**src/rtl/fm_modulate.sv**
```systemverilog
// FM modulator: holds each audio sample for UPSAMPLE beats, advancing a 16-bit phase
// accumulator by carrier + scaled sample per beat and emitting {angle, magnitude}.
module fm_modulate #(
    parameter int unsigned C_S00_AXIS_TDATA_WIDTH = 32,
    parameter int unsigned C_M00_AXIS_TDATA_WIDTH = 32,
    parameter int unsigned UPSAMPLE               = 4,
    parameter logic [15:0] CARRIER_INC            = 16'h0000,
    parameter logic [15:0] MAGNITUDE              = 16'h7FFF
) (
    input  logic                                  s00_axis_aclk,
    input  logic                                  s00_axis_aresetn,
    input  logic                                  s00_axis_tvalid,
    output logic                                  s00_axis_tready,
    input  logic [C_S00_AXIS_TDATA_WIDTH-1:0]     s00_axis_tdata,
    input  logic [(C_S00_AXIS_TDATA_WIDTH/8)-1:0] s00_axis_tstrb,
    input  logic                                  s00_axis_tlast,
    input  logic [3:0]                            sw,
    input  logic                                  m00_axis_tready,
    output logic                                  m00_axis_tvalid,
    output logic [C_M00_AXIS_TDATA_WIDTH-1:0]     m00_axis_tdata,
    output logic [(C_M00_AXIS_TDATA_WIDTH/8)-1:0] m00_axis_tstrb,
    output logic                                  m00_axis_tlast
);

    localparam int unsigned CW = (UPSAMPLE > 1) ? $clog2(UPSAMPLE) : 1;
    localparam logic [CW-1:0] LAST_BEAT = CW'(UPSAMPLE - 1);

    typedef enum logic {
        IDLE,
        EMIT
    } state_t;

    state_t r_state, w_state_next;

    logic [CW-1:0]                           r_beat_cnt;
    logic [15:0]                             r_sample;
    logic                                    r_held_tlast;
    logic [15:0]                             r_phase;
    logic                                    r_m_tvalid;
    logic                                    r_m_tlast;
    logic [C_M00_AXIS_TDATA_WIDTH-1:0]       r_m_tdata;
    logic [(C_M00_AXIS_TDATA_WIDTH/8)-1:0]   r_m_tstrb;

    logic        w_last_beat;
    logic        w_issue;
    logic        w_s_tready;
    logic        w_accept;
    logic [15:0] w_scaled;
    logic [15:0] w_inc;
    logic        w_unused_bits;

    assign w_unused_bits = ^{s00_axis_tstrb, s00_axis_tdata[C_S00_AXIS_TDATA_WIDTH-1:16]};

    always_ff @(posedge s00_axis_aclk or negedge s00_axis_aresetn) begin
        if (!s00_axis_aresetn) r_state <= IDLE;
        else                   r_state <= w_state_next;
    end

    always_comb begin
        w_state_next = r_state;
        case (r_state)
            IDLE: if (w_accept) w_state_next = EMIT;
            EMIT: if (w_issue && w_last_beat && !w_accept) w_state_next = IDLE;
            default: w_state_next = IDLE;
        endcase
    end

    // Ready is gated by reset so nothing is accepted while aresetn is held low.
    always_comb begin
        w_last_beat = (r_beat_cnt == LAST_BEAT);
        w_issue     = (r_state == EMIT) && (!r_m_tvalid || m00_axis_tready);
        w_s_tready  = s00_axis_aresetn && ((r_state == IDLE) || (w_issue && w_last_beat));
        w_accept    = s00_axis_tvalid && w_s_tready;
    end

    always_comb begin
        w_scaled = 16'($signed(r_sample) >>> sw);
        w_inc    = (sw == 4'hF) ? 16'h0100 : (CARRIER_INC + w_scaled);
    end

    always_ff @(posedge s00_axis_aclk or negedge s00_axis_aresetn) begin
        if (!s00_axis_aresetn) begin
            r_beat_cnt   <= '0;
            r_sample     <= '0;
            r_held_tlast <= 1'b0;
            r_phase      <= '0;
            r_m_tvalid   <= 1'b0;
            r_m_tlast    <= 1'b0;
            r_m_tdata    <= '0;
            r_m_tstrb    <= '0;
        end else begin
            if (w_issue) begin
                r_m_tdata  <= C_M00_AXIS_TDATA_WIDTH'({r_phase, MAGNITUDE});
                r_m_tvalid <= 1'b1;
                r_m_tstrb  <= '1;
                r_m_tlast  <= r_held_tlast && w_last_beat;
                r_phase    <= r_phase + w_inc;
                r_beat_cnt <= r_beat_cnt + 1'b1;
            end else if (r_m_tvalid && m00_axis_tready) begin
                r_m_tvalid <= 1'b0;
            end
            // Accepting on the final beat overrides the beat increment above.
            if (w_accept) begin
                r_sample     <= s00_axis_tdata[15:0];
                r_held_tlast <= s00_axis_tlast;
                r_beat_cnt   <= '0;
            end
        end
    end

    assign s00_axis_tready = w_s_tready;
    assign m00_axis_tvalid = r_m_tvalid;
    assign m00_axis_tdata  = r_m_tdata;
    assign m00_axis_tstrb  = r_m_tstrb;
    assign m00_axis_tlast  = r_m_tlast;

endmodule

```
**config.mk**
```make
export PLATFORM = sky130hd
export DESIGN_NAME = fm_modulate
export DESIGN_NICKNAME = d
export VERILOG_FILES = /design/src/rtl/fm_modulate.sv
export SDC_FILE = /design/constraint.sdc
export NUM_CORES = 1
export LEC_CHECK = 0
export BUFFER_PORTS_ARGS = -buffer_cell sky130_fd_sc_hd__buf_2
export CORE_MARGIN = 4
export CORE_UTILIZATION = 55
export CTS_BUF_LIST = sky130_fd_sc_hd__clkbuf_16
export CTS_CLUSTER_SIZE = 20
export DETAILED_ROUTE_END_ITERATION = 10
export GPL_ROUTABILITY_DRIVEN = 0
export PLACE_DENSITY = 0.81
export SYNTH_ARGS = -nofsm -noshare
export SYNTH_HDL_FRONTEND = slang
export SYNTH_SLANG_ARGS = --single-unit
```
**constraint.sdc**
```tcl
create_clock -name s00_axis_aclk -period 3.8 [get_ports s00_axis_aclk]
set_clock_uncertainty 0.2 [all_clocks]
set_input_delay 0.57 -clock s00_axis_aclk [delete_from_list [all_inputs] [get_ports s00_axis_aclk]]
set_output_delay 0.57 -clock s00_axis_aclk [all_outputs]
set_load 0.03 [all_outputs]
```
Word level (Yosys, flattened, before mapping)
Cells that the tools add are included.

word-level totals
  flip-flop bits (word level) = 70
  input bits = 45
  output and inout bits = 39
  logic and storage cells = 36

cells by class
  add/sub/neg operators = 2
  equality and inequality tests = 2
  shift operators = 1
  mux-type cells = 8
  bitwise gates (word level) = 1
  reductions and logical operators = 13

operators with widths
  operator                                                       number
  16-bit adder                                                   1
  16-bit 2-to-1 mux                                              1
  16-bit by 4-bit >>> shifter with 16-bit output                 1
  1-bit logical AND                                              7
  4-bit equality test, second input constant                     1
  1-bit 2-to-1 mux                                               4
  2-bit 2-to-1 mux                                               2
  2-bit nonzero test                                             2
  2-bit by 1-bit adder with 2-bit output, second input constant  1
  2-bit equality test, second input constant                     1
  1-bit zero test                                                2
  1-bit logical OR                                               2
  1-bit one-hot mux with 2 select lines                          1
  1-bit inverter                                                 1

Longest topological paths before layout
  word-level depth = 11
  mapped depth = 15
  depth with buffers taken out = 14

Worst setup path after synthesis
OpenSTA, ideal clock, no wires.

  kind = in2reg
  start point = input sw[0]
  end point = register r_phase[12]
  library setup time = 0.069 ns
  data arrival time = 3.328 ns
  required time = 3.531 ns
  setup slack = 0.203 ns
  cell stages on the path = 15
  buffers on the path = 1
  cells stage by stage = buf_2 -> inv_2 -> mux2i_1 -> mux2_2 -> nor2_1 -> a211oi_1 -> ha_1 -> inv_1 -> fa_1 -> and2b_1 -> o21bai_4 -> a311oi_4 -> nor2b_2 -> or4_1 -> nand3_1

on the way
  cells in the longest elaborated chain, start to end = 3
  elaborated cells on any way between the ends = 4
  those cells by class = add/sub (1); eq/ne (1); shift (1); mux (1)

RTL lines
  element                                                                                       RTL line  RTL
  from (decl)                                                                                   17        input logic [3:0] sw,
  16-bit by 4-bit >>> shifter with 16-bit output / 4-bit equality test (equally long branches)  77, 78
  16-bit 2-to-1 mux *                                                                           78        w_inc = (sw == 4'hF) ? 16'h0100 : (CARRIER_INC + w_scaled);
  16-bit adder *                                                                                97        r_phase <= r_phase + w_inc;
  to (signal assigned)                                                                          97
  to (decl)                                                                                     38        logic [15:0] r_phase;

Mark *: on every way between the ends. The rest lies on a longest branch, timed or not.
A chain may end at the register's enable or synchronous reset.

Worst setup path after layout
  start point = input sw[1]
  end point = register r_phase[12]

Same word-level chain as after synthesis.

==> results.md <==
- Top cells by area, synth: dfrtp_1 38%, nand2_1 9.0%, mux2_2 6.8%
- Design area: 4230 um^2
- Adder-Cell Fraction of Synth Area: 0.0604
- Worst Hold Class: in2async
- Antenna viol nets, final: 0
- Sequential cell area: 1380 um^2
- Longest Clk Path Bufs: 2
- Syn avg cell area: 8.94 um^2
- DP HPWL: 6.04 mm
- Kind of critical path: in2reg
- Peak VDD IR: 0.469 mV
- Port Buf Inserts: 62
- Simple-gate share of the synthesized area: 0.170
- Synth Instances: 408
- CP peak stage delay: 0.47 ns
- Die W: 89.4 um
- XOR/XNOR Fraction of Synth Area: 0.0288
- Via Count: 3,081
- Pwr/cell area: 910 nW/um^2
- CP Capture Type: flip-flop
- Post-Syn Area: 3650 um^2
- Detailed Routing Iterations Pass 1: 5
- P_leak: 2.08 nW
- Initial antenna violation count: 0
- Layout area overhead: 16.1%
- Top_reg_cell synth: dfrtp_1
- # setup viols final: 0
- RSZ-0062 raised after global routing: no
- DRC violations left: 0
- Rows: 29
- Multiplexer share of the synthesized area: 0.129
- Clock transition at the registers of the reported paths: 0.07 ns
- Layout Nets: 533
- Compound-Gate Fraction of Synth Area: 0.156
- CP arrival: 3.63 ns
- GRT overflow: 0
- Peak Freq: 278 MHz
- Pint: 2.13 mW
- Setup WS pre-CTS: -0.157 ns
- Switching share of power: 0.447
- IO Pins: 84
- Yosys warnings: 0
- Largest family of logic cells by synthesized area: simple AND/OR/NAND/NOR gates
- Synth Net Count: 470
- Die area: 8000 um^2
- Number of gates resized after cts: 0
- Actual slew at the worst max-slew pin: 0.852 ns
- NetSw: 1.72 mW
- Post-synth top area cell: dfrtp_1
- Slew Viols, Final: 0
- Diodes inserted: 0
- Initial Util: 0.571
- Share of the synthesized area in the top cell type: 0.377
- Root Driver: clkbuf_16
- Gate power share: 0.605
- Global-route wire length before repair: 13.7 mm
- Via density: 5.61
- Post-Route WL: 7.91 mm
- Clk Latency, worst-skew pair: 0.29 ns
- Sequential group share of total power: 0.279
- TritonCTS clock tree: built
- Relative slew slack: 0.430
- Max stage delay cell, worst path: or4_1
- Post-cts hold buffer count: 0
- Period minus WS final: 3.60 ns
- Die height: 89.4 um
- Fin crit share: 0.948
- Total CTS buffers: 5
- Most frequent cells after synthesis: 87 x nand2_1, 55 x dfrtp_1, 26 x a21oi_1, 24 x o21ai_0
- EDFF count, synth: 0
- Total GRT Usage: 0.217
- Fillers: 523
- Register area share after synthesis: 0.377
- Final setup margin: 0.197 ns
- Share of cells above drive strength 1: 0.297
- Max-cap violations: 0
- Iter 0 DRT Violations: 128
- Synthesized flop and latch total: 55
- Worst path most repeated cell: mux2i_1
- Area of the multi-input gates: 1990 um^2
- Endpoints failing hold: 0
- Outcome: complete, no violations
- CORE AREA: 6390 um^2
- Most instantiated library cell after synthesis: nand2_1
- Placed Instance Area: 4080 um^2
- Async set-reset flop share out of synthesis: 1.00
- Vias in the first global route: 2,995
- CP max FO: 13
- Crit path buffers/inverters: 2
- Clk sinks: 55
- WL per Instance: 14.4 um
- Delay-heaviest family, CP: simple AND/OR/NAND/NOR gates
- CP Launch Type: input port
- Crit-path cells: clkbuf_4, mux2i_1, mux2i_1, mux2_2, nor2_1, a211oi_1, ha_1, inv_1, fa_1, and2b_1, o21bai_4, a311oi_4, nor2b_2, or4_1, nand3_1
- H-tree depth: 2
- Clk network pwr share: 0.116
- Post-synth cell types: 53
- Largest net degree at the start of global routing: 56
- Worst Path Required: 3.83 ns
- Post-CTS Setup Repair Bufs: 0
per-layer routing:
metal | share of wire | track usage
met1 | 0.42 | 0.264
met4 | 0.023 | 0.0731
met3 | 0.066 | 0.0415
met5 | 0 | 0
met2 | 0.49 | 0.384
kinds of logic (layout without fill, tap and decap cells):
family / after synthesis / in the layout
flops: 55 / 55
mux: 43 / 43
xor+xnor: 12 / 12
other cells: 1 / 1
compound gates: 87 / 87
buf+inv: 52 / 116
fa+ha+maj: 17 / 17
simple gates: 141 / 141
power by group through the flow:
| stage | combinational, mW | sequential, mW | clock (mW) |
|---|---|---|---|
| 2_1_floorplan | 1.49 | 1.20 | 0 |
| 3_3_place_gp | 2.20 | 1.07 | 0 |
| 3_5_place_dp | 2.30 | 1.09 | 0 |
| 4_1_cts | 2.32 | 1.08 | 0.455 |
| 5_1_grt | 2.61 | 1.11 | 0.489 |
| 6_report | 2.33 | 1.07 | 0.446 |
cell type report:
| type | instances | share of cell area |
|---|---|---|
| tap | 77 | 0.0228 |
| multi-input combinational | 301 | 0.471 |
| inverter | 9 | 0.00798 |
| sequential | 55 | 0.325 |
| timing repair buffer | 99 | 0.140 |
| clock inverter | 3 | 0.00384 |
| clock buffer | 5 | 0.0296 |
final timing paths:
kind	start	to	slack [ns]	depth (start not counted)
min reg2reg	m00_axis_tlast	m00_axis_tlast	0.26	2
min in group s00_axis_aclk	m00_axis_tlast	m00_axis_tlast	0.26	2
min	s00_axis_aresetn	m00_axis_tdata[17]	0.25	2
max in group asynchronous	s00_axis_aresetn	r_sample[14]	2.70	2
max	sw[1]	r_phase[12]	0.20	15
max reg2reg	r_sample[14]	r_phase[12]	0.33	14
sequential cells by signal, indices dropped and copies added, names as in the netlist:
register	flops
m00_axis_tvalid	1
r_beat_cnt	2
m00_axis_tdata	17
m00_axis_tlast	1
r_held_tlast	1
r_phase	16
r_sample	16
r_state	1
placed cells by master (no fill, tap or decap), drive strengths merged, types with 2 or more instances in the layout:
cell    netlist  routed
xor2          7       7
nor2b         3       3
mux2i        20      20
mux2         22      22
dfrtp        55      55
nor3          4       4
a21o          4       4
inv           9      10
nand2b        5       5
buf          27      98
a311oi        3       3
o21bai        3       3
xnor2         5       5
clkbuf       16       6
and2          4       4
nor2         20      20
o21ai        25      25
nand2        88      88
and3          3       3
nand3         5       5
a211oi       13      13
and4          2       2
a31oi         3       3
nand4         2       2
a21oi        27      27
ha           16      16
stage by stage:
stage | power [mW] | setup TNS (ns) | instances | util | hold slack, ns
3_3_place_gp | 3.27 | -0.175 | 541 | 0.639 | 0.246
4_1_cts | 3.86 | 0 | 549 | 0.662 | 0.269
6_report | 3.85 | 0 | 549 | 0.663 | 0.254
3_5_place_dp | 3.39 | -0.596 | 541 | 0.639 | 0.254
2_1_floorplan | 2.69 | 0 | 408 | - | 0.0744
5_1_grt | 4.22 | 0 | 549 | 0.663 | 0.297
No activity file was read; power rests on OpenSTA's default activity.
